$ cat config.mk
export PLATFORM = sky130hd
export DESIGN_NAME = prog_timer
export DESIGN_NICKNAME = d
export VERILOG_FILES = /design/src/rtl/prog_timer_pkg.sv /design/src/rtl/prog_timer_tick.sv /design/src/rtl/prog_timer.sv
export SDC_FILE = /design/constraint.sdc
export NUM_CORES = 1
export LEC_CHECK = 0
export BUFFER_PORTS_ARGS = -buffer_cell sky130_fd_sc_hd__buf_2
export CORE_UTILIZATION = 55
export CTS_CLUSTER_SIZE = 24
export DETAILED_ROUTE_END_ITERATION = 10
export GPL_ROUTABILITY_DRIVEN = 0
export GPL_TIMING_DRIVEN = 0
export MAX_ROUTING_LAYER = met4
export PLACE_DENSITY = 0.78
export SLEW_MARGIN = 20
export SYNTH_ARGS = -nofsm -noshare
export SYNTH_HDL_FRONTEND = slang
export SYNTH_HIERARCHICAL = 1
export SYNTH_SLANG_ARGS = --single-unit
$ cat constraint.sdc
create_clock -name clk -period 3.1 [get_ports clk]
set_input_delay 0.775 -clock clk [delete_from_list [all_inputs] [get_ports clk]]
set_output_delay 0.775 -clock clk [all_outputs]
set_load 0.03 [all_outputs]
$ cat src/rtl/prog_timer_pkg.sv
// Shared types and defaults for the programmable interval timer.
// Optional mid-period strobe: define PROG_TIMER_MID_EN.
package prog_timer_pkg;

  localparam int DEF_WIDTH   = 16;
  localparam int DEF_PRESC_W = 4;

  typedef enum logic {
    ST_IDLE = 1'b0,
    ST_RUN  = 1'b1
  } state_t;

  localparam logic MODE_ONESHOT  = 1'b0;
  localparam logic MODE_PERIODIC = 1'b1;

endpackage

$ cat src/rtl/prog_timer_tick.sv
// Prescaler: emits one tick every presc+1 enabled cycles.
// clr has priority over en so a new period always starts from zero.
module prog_timer_tick
  import prog_timer_pkg::*;
#(
  parameter int PRESC_W = DEF_PRESC_W
) (
  input  logic               clk,
  input  logic               rst,
  input  logic               clr,
  input  logic               en,
  input  logic [PRESC_W-1:0] presc,
  output logic               tick
);

  logic [PRESC_W-1:0] pcnt;

  assign tick = en && (pcnt == presc);

  // prescale counter: wrap on tick, else count while enabled
  always_ff @(posedge clk) begin
    if (rst) begin
      pcnt <= '0;
    end else if (clr) begin
      pcnt <= '0;
    end else if (en) begin
      if (tick) begin
        pcnt <= '0;
      end else begin
        pcnt <= pcnt + 1'b1;
      end
    end
  end

endmodule

$ cat src/rtl/prog_timer.sv
// Programmable interval timer: one-shot / periodic, prescaled ticks.
// Optional mid-period strobe port enabled by PROG_TIMER_MID_EN.
module prog_timer
  import prog_timer_pkg::*;
#(
  parameter int WIDTH   = DEF_WIDTH,
  parameter int PRESC_W = DEF_PRESC_W
) (
  input  logic               clk,
  input  logic               rst,
  input  logic               start,
  input  logic               stop,
  input  logic               mode,
  input  logic [WIDTH-1:0]   value,
  input  logic [PRESC_W-1:0] presc,
  output logic               busy,
  output logic               done,
  output logic               err,
`ifdef PROG_TIMER_MID_EN
  output logic               mid,
`endif
  output logic [WIDTH-1:0]   cnt
);

  localparam logic [WIDTH-1:0] ONE =
    {{(WIDTH-1){1'b0}}, 1'b1};

  state_t             state;
  state_t             state_d;
  logic               mode_q;
  logic [WIDTH-1:0]   n_q;
  logic [PRESC_W-1:0] p_q;

  logic [WIDTH-1:0]   cnt_d;
  logic               done_d;
  logic               err_d;
  logic               load;
  logic               clr;
  logic               tick;
  logic [WIDTH-1:0]   n_m1;
  logic               term;

  assign n_m1 = n_q - ONE;
  assign term = (cnt == n_m1);
  assign busy = (state == ST_RUN);

`ifdef PROG_TIMER_MID_EN
  logic [WIDTH-1:0] half_m1;
  logic             mid_hit;
  logic             mid_d;

  assign half_m1 = (n_q >> 1) - ONE;
  // N == 1 has no interior point; strobe alongside done
  assign mid_hit = (n_q == ONE) ? term
                                : (cnt == half_m1);
`endif

  prog_timer_tick #(
    .PRESC_W (PRESC_W)
  ) u_tick (
    .clk   (clk),
    .rst   (rst),
    .clr   (clr),
    .en    (busy),
    .presc (p_q),
    .tick  (tick)
  );

  // next state: stop > start > tick counting
  always_comb begin
    state_d = state;
    cnt_d   = cnt;
    done_d  = 1'b0;
    err_d   = 1'b0;
    load    = 1'b0;
    clr     = 1'b0;
`ifdef PROG_TIMER_MID_EN
    mid_d   = 1'b0;
`endif
    if (stop) begin
      state_d = ST_IDLE;
      cnt_d   = '0;
      clr     = 1'b1;
    end else if (start) begin
      cnt_d = '0;
      clr   = 1'b1;
      if (value == '0) begin
        err_d   = 1'b1;
        state_d = ST_IDLE;
      end else begin
        load    = 1'b1;
        state_d = ST_RUN;
      end
    end else if (busy && tick) begin
`ifdef PROG_TIMER_MID_EN
      mid_d = mid_hit;
`endif
      if (term) begin
        cnt_d  = '0;
        done_d = 1'b1;
        if (mode_q == MODE_ONESHOT) begin
          state_d = ST_IDLE;
          clr     = 1'b1;
        end
      end else begin
        cnt_d = cnt + ONE;
      end
    end
  end

  // state, counter, pulses and latched config
  always_ff @(posedge clk) begin
    if (rst) begin
      state  <= ST_IDLE;
      cnt    <= '0;
      done   <= 1'b0;
      err    <= 1'b0;
      mode_q <= MODE_ONESHOT;
      n_q    <= '0;
      p_q    <= '0;
`ifdef PROG_TIMER_MID_EN
      mid    <= 1'b0;
`endif
    end else begin
      state <= state_d;
      cnt   <= cnt_d;
      done  <= done_d;
      err   <= err_d;
`ifdef PROG_TIMER_MID_EN
      mid   <= mid_d;
`endif
      if (load) begin
        mode_q <= mode;
        n_q    <= value;
        p_q    <= presc;
      end
    end
  end

endmodule
Word level (Yosys, flattened, before mapping)
Index checks and enable logic that the tools add are counted.
W data, S select, Z words.
{"block": "op_classes", "addsub": 3, "n_mul": 0, "n_div": 0, "magnitude_cmp": 0, "n_eq_ne": 3, "shifts": 0, "mux": 16, "bitwise": 2, "reduce_logical": 11}
{"op": "$add A16 B1 Y16 const B", "n": 1}
{"op": "$eq A16 B16 Y1", "n": 1}
{"op": "$logic_not A16 Y1", "n": 1}
{"op": "$mux W16", "n": 1}
{"op": "$sub A16 B1 Y16 const B", "n": 1}
{"op": "$mux W1", "n": 14}
{"op": "$reduce_or A3 Y1", "n": 2}
{"op": "$add A4 B1 Y4 const B", "n": 1}
{"op": "$eq A4 B4 Y1", "n": 1}
{"op": "$mux W4", "n": 1}
{"op": "$reduce_bool A2 Y1", "n": 2}
{"op": "$reduce_or A2 Y1", "n": 2}
{"op": "$reduce_or A4 Y1", "n": 1}
{"op": "$reduce_and A3 Y1", "n": 1}
{"op": "$logic_and A1 B1 Y1", "n": 2}
{"op": "$ne A2 B2 Y1 const B", "n": 1}
{"op": "$not A1 Y1", "n": 2}
{"block": "totals", "ff_bits": 44, "latch_bits": 0, "ramBits": 0, "mem_bits_ro": 0, "inputBits": 25, "out_inout_bits": 19, "word_cells": 43, "mem_count": 0}

Longest topological paths before layout
{"block": "logic_depth", "word_depth": 7, "mapped_depth": 11, "ltp_nobuf": 10}

By module
Netlist, hierarchy kept.
{"module": "prog_timer", "instances": 1, "cells_each": 263, "area_each_um2": 2275.9, "seq_area_each_um2": 800.8}
{"module": "prog_timer_tick", "instances": 1, "cells_each": 24, "area_each_um2": 246.5, "seq_area_each_um2": 80.1}

Least setup slack after synthesis
OpenSTA, ideal clock, no wires.
{"block": "synth_path", "kind": "flip-flop to flip-flop", "start": "reg n_q[0]", "end": "reg cnt[13]", "setup_time_ps": 134, "arrival_time_ps": 2461, "t_required_ps": 2966, "setup_slack_ps": 505, "stages_incl_launch_ff": 11, "n_path_buf": 2, "period_less_slack_ps": 2595, "path_cell_list": "dfxtp_1 inv_1 ha_1 or4b_1 buf_2 a211o_1 a21o_1 a221o_1 nor4_4 buf_6 nor3_1"}
{"block": "synth_between", "elab_chain_len": 3}
{"element": "start: declaration", "line": "prog_timer.sv:31", "source": "logic [WIDTH-1:0] n_q;"}
{"element": "start signal: assignment", "line": "prog_timer.sv:134", "source": "n_q <= value;"}
{"element": "$sub A16 B1 Y16", "line": "prog_timer.sv:43", "source": "assign n_m1 = n_q - ONE;"}
{"element": "$eq A16 B16 Y1", "line": "prog_timer.sv:44", "source": "assign term = (cnt == n_m1);"}
{"element": "$mux W16", "line": "prog_timer.sv:98", "source": "if (term) begin"}
{"element": "end signal: assignment", "line": "prog_timer.sv:126", "source": "cnt <= cnt_d;"}
{"element": "end: declaration", "line": "prog_timer.sv:22", "source": "output logic [WIDTH-1:0] cnt"}
No other way between the ends.
A chain may end at the register's enable or synchronous reset.

Worst setup path after layout
{"block": "layout_path", "start": "reg n_q[0]", "end": "reg cnt[15]"}
Same word-level chain as after synthesis.

==> flow_summary.toml <==
[outcome]
status = "complete, no violations"

[timing]
finalCritPeriodShare_pct = 94.8
clock_skew_ns = 0.00506
finalCriticalPeriod_ns = 2.94
drv_slew = 0
fmax_ghz = 0.340
final-hold-violation-count = 0
timing.hold.ws_ns = 0.521
tightestPinTransition_ns = 0.697
rsz0062_at_grt = "no"
setup_viol = 0
slew_headroom_pct = 53.6
final.setup.tns_ns = 0

[routing]
drcViolationCount = 0
drt_first_pass_iters = 4
detail_route.wl_per_cell_um = 14.3
vias = 2262
final_antenna_net_count = 0
first_iter_violations = 140
routed_via_density = 5.80
totalWireLength_um = 5560

[clocking]
post-cts-setup-buffers = 0
htreeDepth = 2
ctsHoldBuffers = 0
tritoncts = "yes"
clock-root-buffer = "clkbuf_8"
cts_buffers = 5
clk_pin_slew_ns = 0.08
numClockSinks = 44
clockBufferDepth = 2
insertion_delay_ns = 0.29

[critical_path]
crit_family = "simple AND/OR/NAND/NOR gates"
cp_max_fo = 10
cp.depth = 10
crit_required_ns = 3.26
startpoint = "n_q[0]"
start_kind = "flip-flop"
endpoint = "cnt[15]"
critPathArrivalTime_ns = 3.10
crit_path_end_kind = "flip-flop"
critPathMaxStageDelay_ns = 0.45
crit_buf_inv = 3
regToRegSetupSlack_ns = 0.16
timing.rr.end = "cnt[15]"
reg2reg_depth = 10
r2r-start = "n_q[0]"
crit_chain = "inv_1 -> ha_2 -> or4b_1 -> buf_2 -> nor4_1 -> nand3_1 -> a221o_1 -> nor4_4 -> buf_6 -> nor3_1"
crit_type = "reg -> reg"
crit_slowest_cell = "or4b_1"

[yosys]
ys.flop_type = "dfxtp_1"
yosys_warnings = 6
postSynthRegisterBits = 44
syn_area_um2 = 2520
synth.avg_cell_area_um2 = 8.79
synthArstFlopShare_pct = 0
synth_seq_area_share_pct = 34.9
ys_types = 53
syn_nets = 315
synthCells = 287
synth-edff-count = 0

[global_route]
grt_pass1_vias = 1994
grt_pass1_wl_um = 9140
antenna_found_initial = 0
grtUsageTotal_pct = 24.3
grt_start_max_net_pins = 13
grt-ovfl-total = 0

[place]
dp.final_hpwl_um = 4300
portBuffers = 43

[finish]
drive_gt1_share_pct = 19.5
nets = 365
areaGrowthSynthToFinish_pct = 15.0
n_antenna_cell = 0
nFillCells = 376

[floorplan]
start_util_pct = 57.5
die_y_um = 69.7
die_x_um = 69.7
core_um2 = 4380
num_io_pins = 44
std_cell_rows = 24
dieArea_um2 = 4860

[power_and_ir_drop]
power.internal_uw = 846
power.share.switching_pct = 26.4
seq_power_share_pct = 51.9
powerDensity_nw_per_um2 = 396
peakVddDrop_uv = 263
power_frac_comb_pct = 16.1
power.switching_uw = 303
p_clk_share_pct = 32.0
p_leak_nw = 1.15

[min_path]
hp-class = "reg -> reg"

[run]
drv_cap = 0
[sequential cells by signal (all words and copies together) (netlist names)]
register     cells
u_tick/pcnt      4
n_q             16
done             1
err              1
busy             1
cnt             16
mode_q           1
p_q              4
[placed cells by master (no fill, tap or decap), types with 5 or more instances in the layout]
master and count:
nand4_1 7, inv_1 5, nor4_1 11, nor3_1 20, buf_2 46, nand2b_1 7, nand2_1 12, dfxtp_1 44
clkbuf_1 10, nor2_1 34, xor2_1 20, xnor2_1 16, o21ai_0 8, nand3_1 16, mux2i_1 23, clkbuf_8 6
[worst min path at each step]
| stage | cells after the start | endpoint | start | slack (ns) |
|---|---|---|---|---|
| CTS | 2 | p_q[3] | p_q[3] | 0.53 |
| detailed placement | 2 | p_q[3] | p_q[3] | 0.51 |
| global route | 2 | p_q[3] | p_q[3] | 0.55 |
| global placement | 2 | p_q[0] | p_q[0] | 0.50 |
| floorplan | 2 | mode_q | mode_q | 0.48 |
| finish | 2 | p_q[3] | p_q[3] | 0.52 |
[final cells by class]
class                      instances  area [um^2]  share of cell area, %
buffer                            13         60.1                   2.07
clock buffer                       8         90.1                   3.11
inverter                           5         18.8                  0.647
multi-input combinational        225         1570                   54.1
sequential                        44          881                   30.4
tap                               52         65.1                   2.24
timing repair buffer              43          215                   7.42
[metal layers]
metal  wire (um)  track usage [%]  up-vias
met2        2580             37.9       58
met1        2670             32.6     1059
met5           0                -        -
li1            -                -     1139
met4          78             7.33        0
met3         233             3.92        6
[synthesized netlist by cell type, types with 3 or more instances]
| master | number | share of area, % |
|---|---|---|
| a211oi_1 | 3 | 0.89 |
| buf_2 | 3 | 0.60 |
| clkbuf_1 | 8 | 1.2 |
| dfxtp_1 | 44 | 35 |
| ha_1 | 3 | 1.5 |
| inv_1 | 5 | 0.74 |
| mux2i_1 | 23 | 9.1 |
| nand2_1 | 12 | 1.8 |
| nand2b_1 | 7 | 1.7 |
| nand3_1 | 16 | 3.2 |
| nand4_1 | 7 | 1.7 |
| nor2_1 | 34 | 5.1 |
| nor3_1 | 20 | 4.0 |
| nor4_1 | 11 | 2.7 |
| o21ai_0 | 8 | 1.6 |
| xnor2_1 | 16 | 5.6 |
| xor2_1 | 20 | 6.9 |
[through the flow]
stage	instances	utilization [%]	setup slack, ns	total power [mW]	area, um^2
CTS	390	66.0	0.135	1.15	2890
floorplan	287	-	0.505	0.741	2520
global placement	382	63.9	0.188	0.786	2800
finish	390	66.2	0.161	1.15	2900
global route	390	66.2	0.0164	1.20	2900
detailed placement	382	63.9	0.158	0.791	2800
[worst register-to-register path, delay by kind of cell (launching register included)]
kind	cells	cell delay, ns
flip-flops	1	0.37
buffers and inverters	3	0.46
AO/OA/AOI/OAI	1	0.42
adder cells (fa/ha/maj)	1	0.25
AND/OR/NAND/NOR	5	1.30
[kinds of logic after synthesis]
family                   share of synthesized area [%]
AO/OA/AOI/OAI                                     8.53
XOR/XNOR                                          14.3
adder cells (fa/ha/maj)                           1.49
buffers and inverters                             3.12
flip-flops                                        34.9
multiplexers                                      9.13
AND/OR/NAND/NOR                                   28.5
[timing repair]
action	in CTS	in global routing
setup endpoints to repair	0	13
gates resized for setup	0	2
hold endpoints to repair	0	0
[power groups by stage]
| stage | combinational [mW] | sequential, mW | clock, mW |
|---|---|---|---|
| after floorplan | 0.135 | 0.606 | 0 |
| after global placement | 0.177 | 0.609 | 0 |
| after detailed placement | 0.181 | 0.610 | 0 |
| after CTS | 0.182 | 0.597 | 0.375 |
| after global routing | 0.202 | 0.600 | 0.400 |
| final | 0.185 | 0.597 | 0.368 |
No activity file was read; power rests on OpenSTA's default activity.
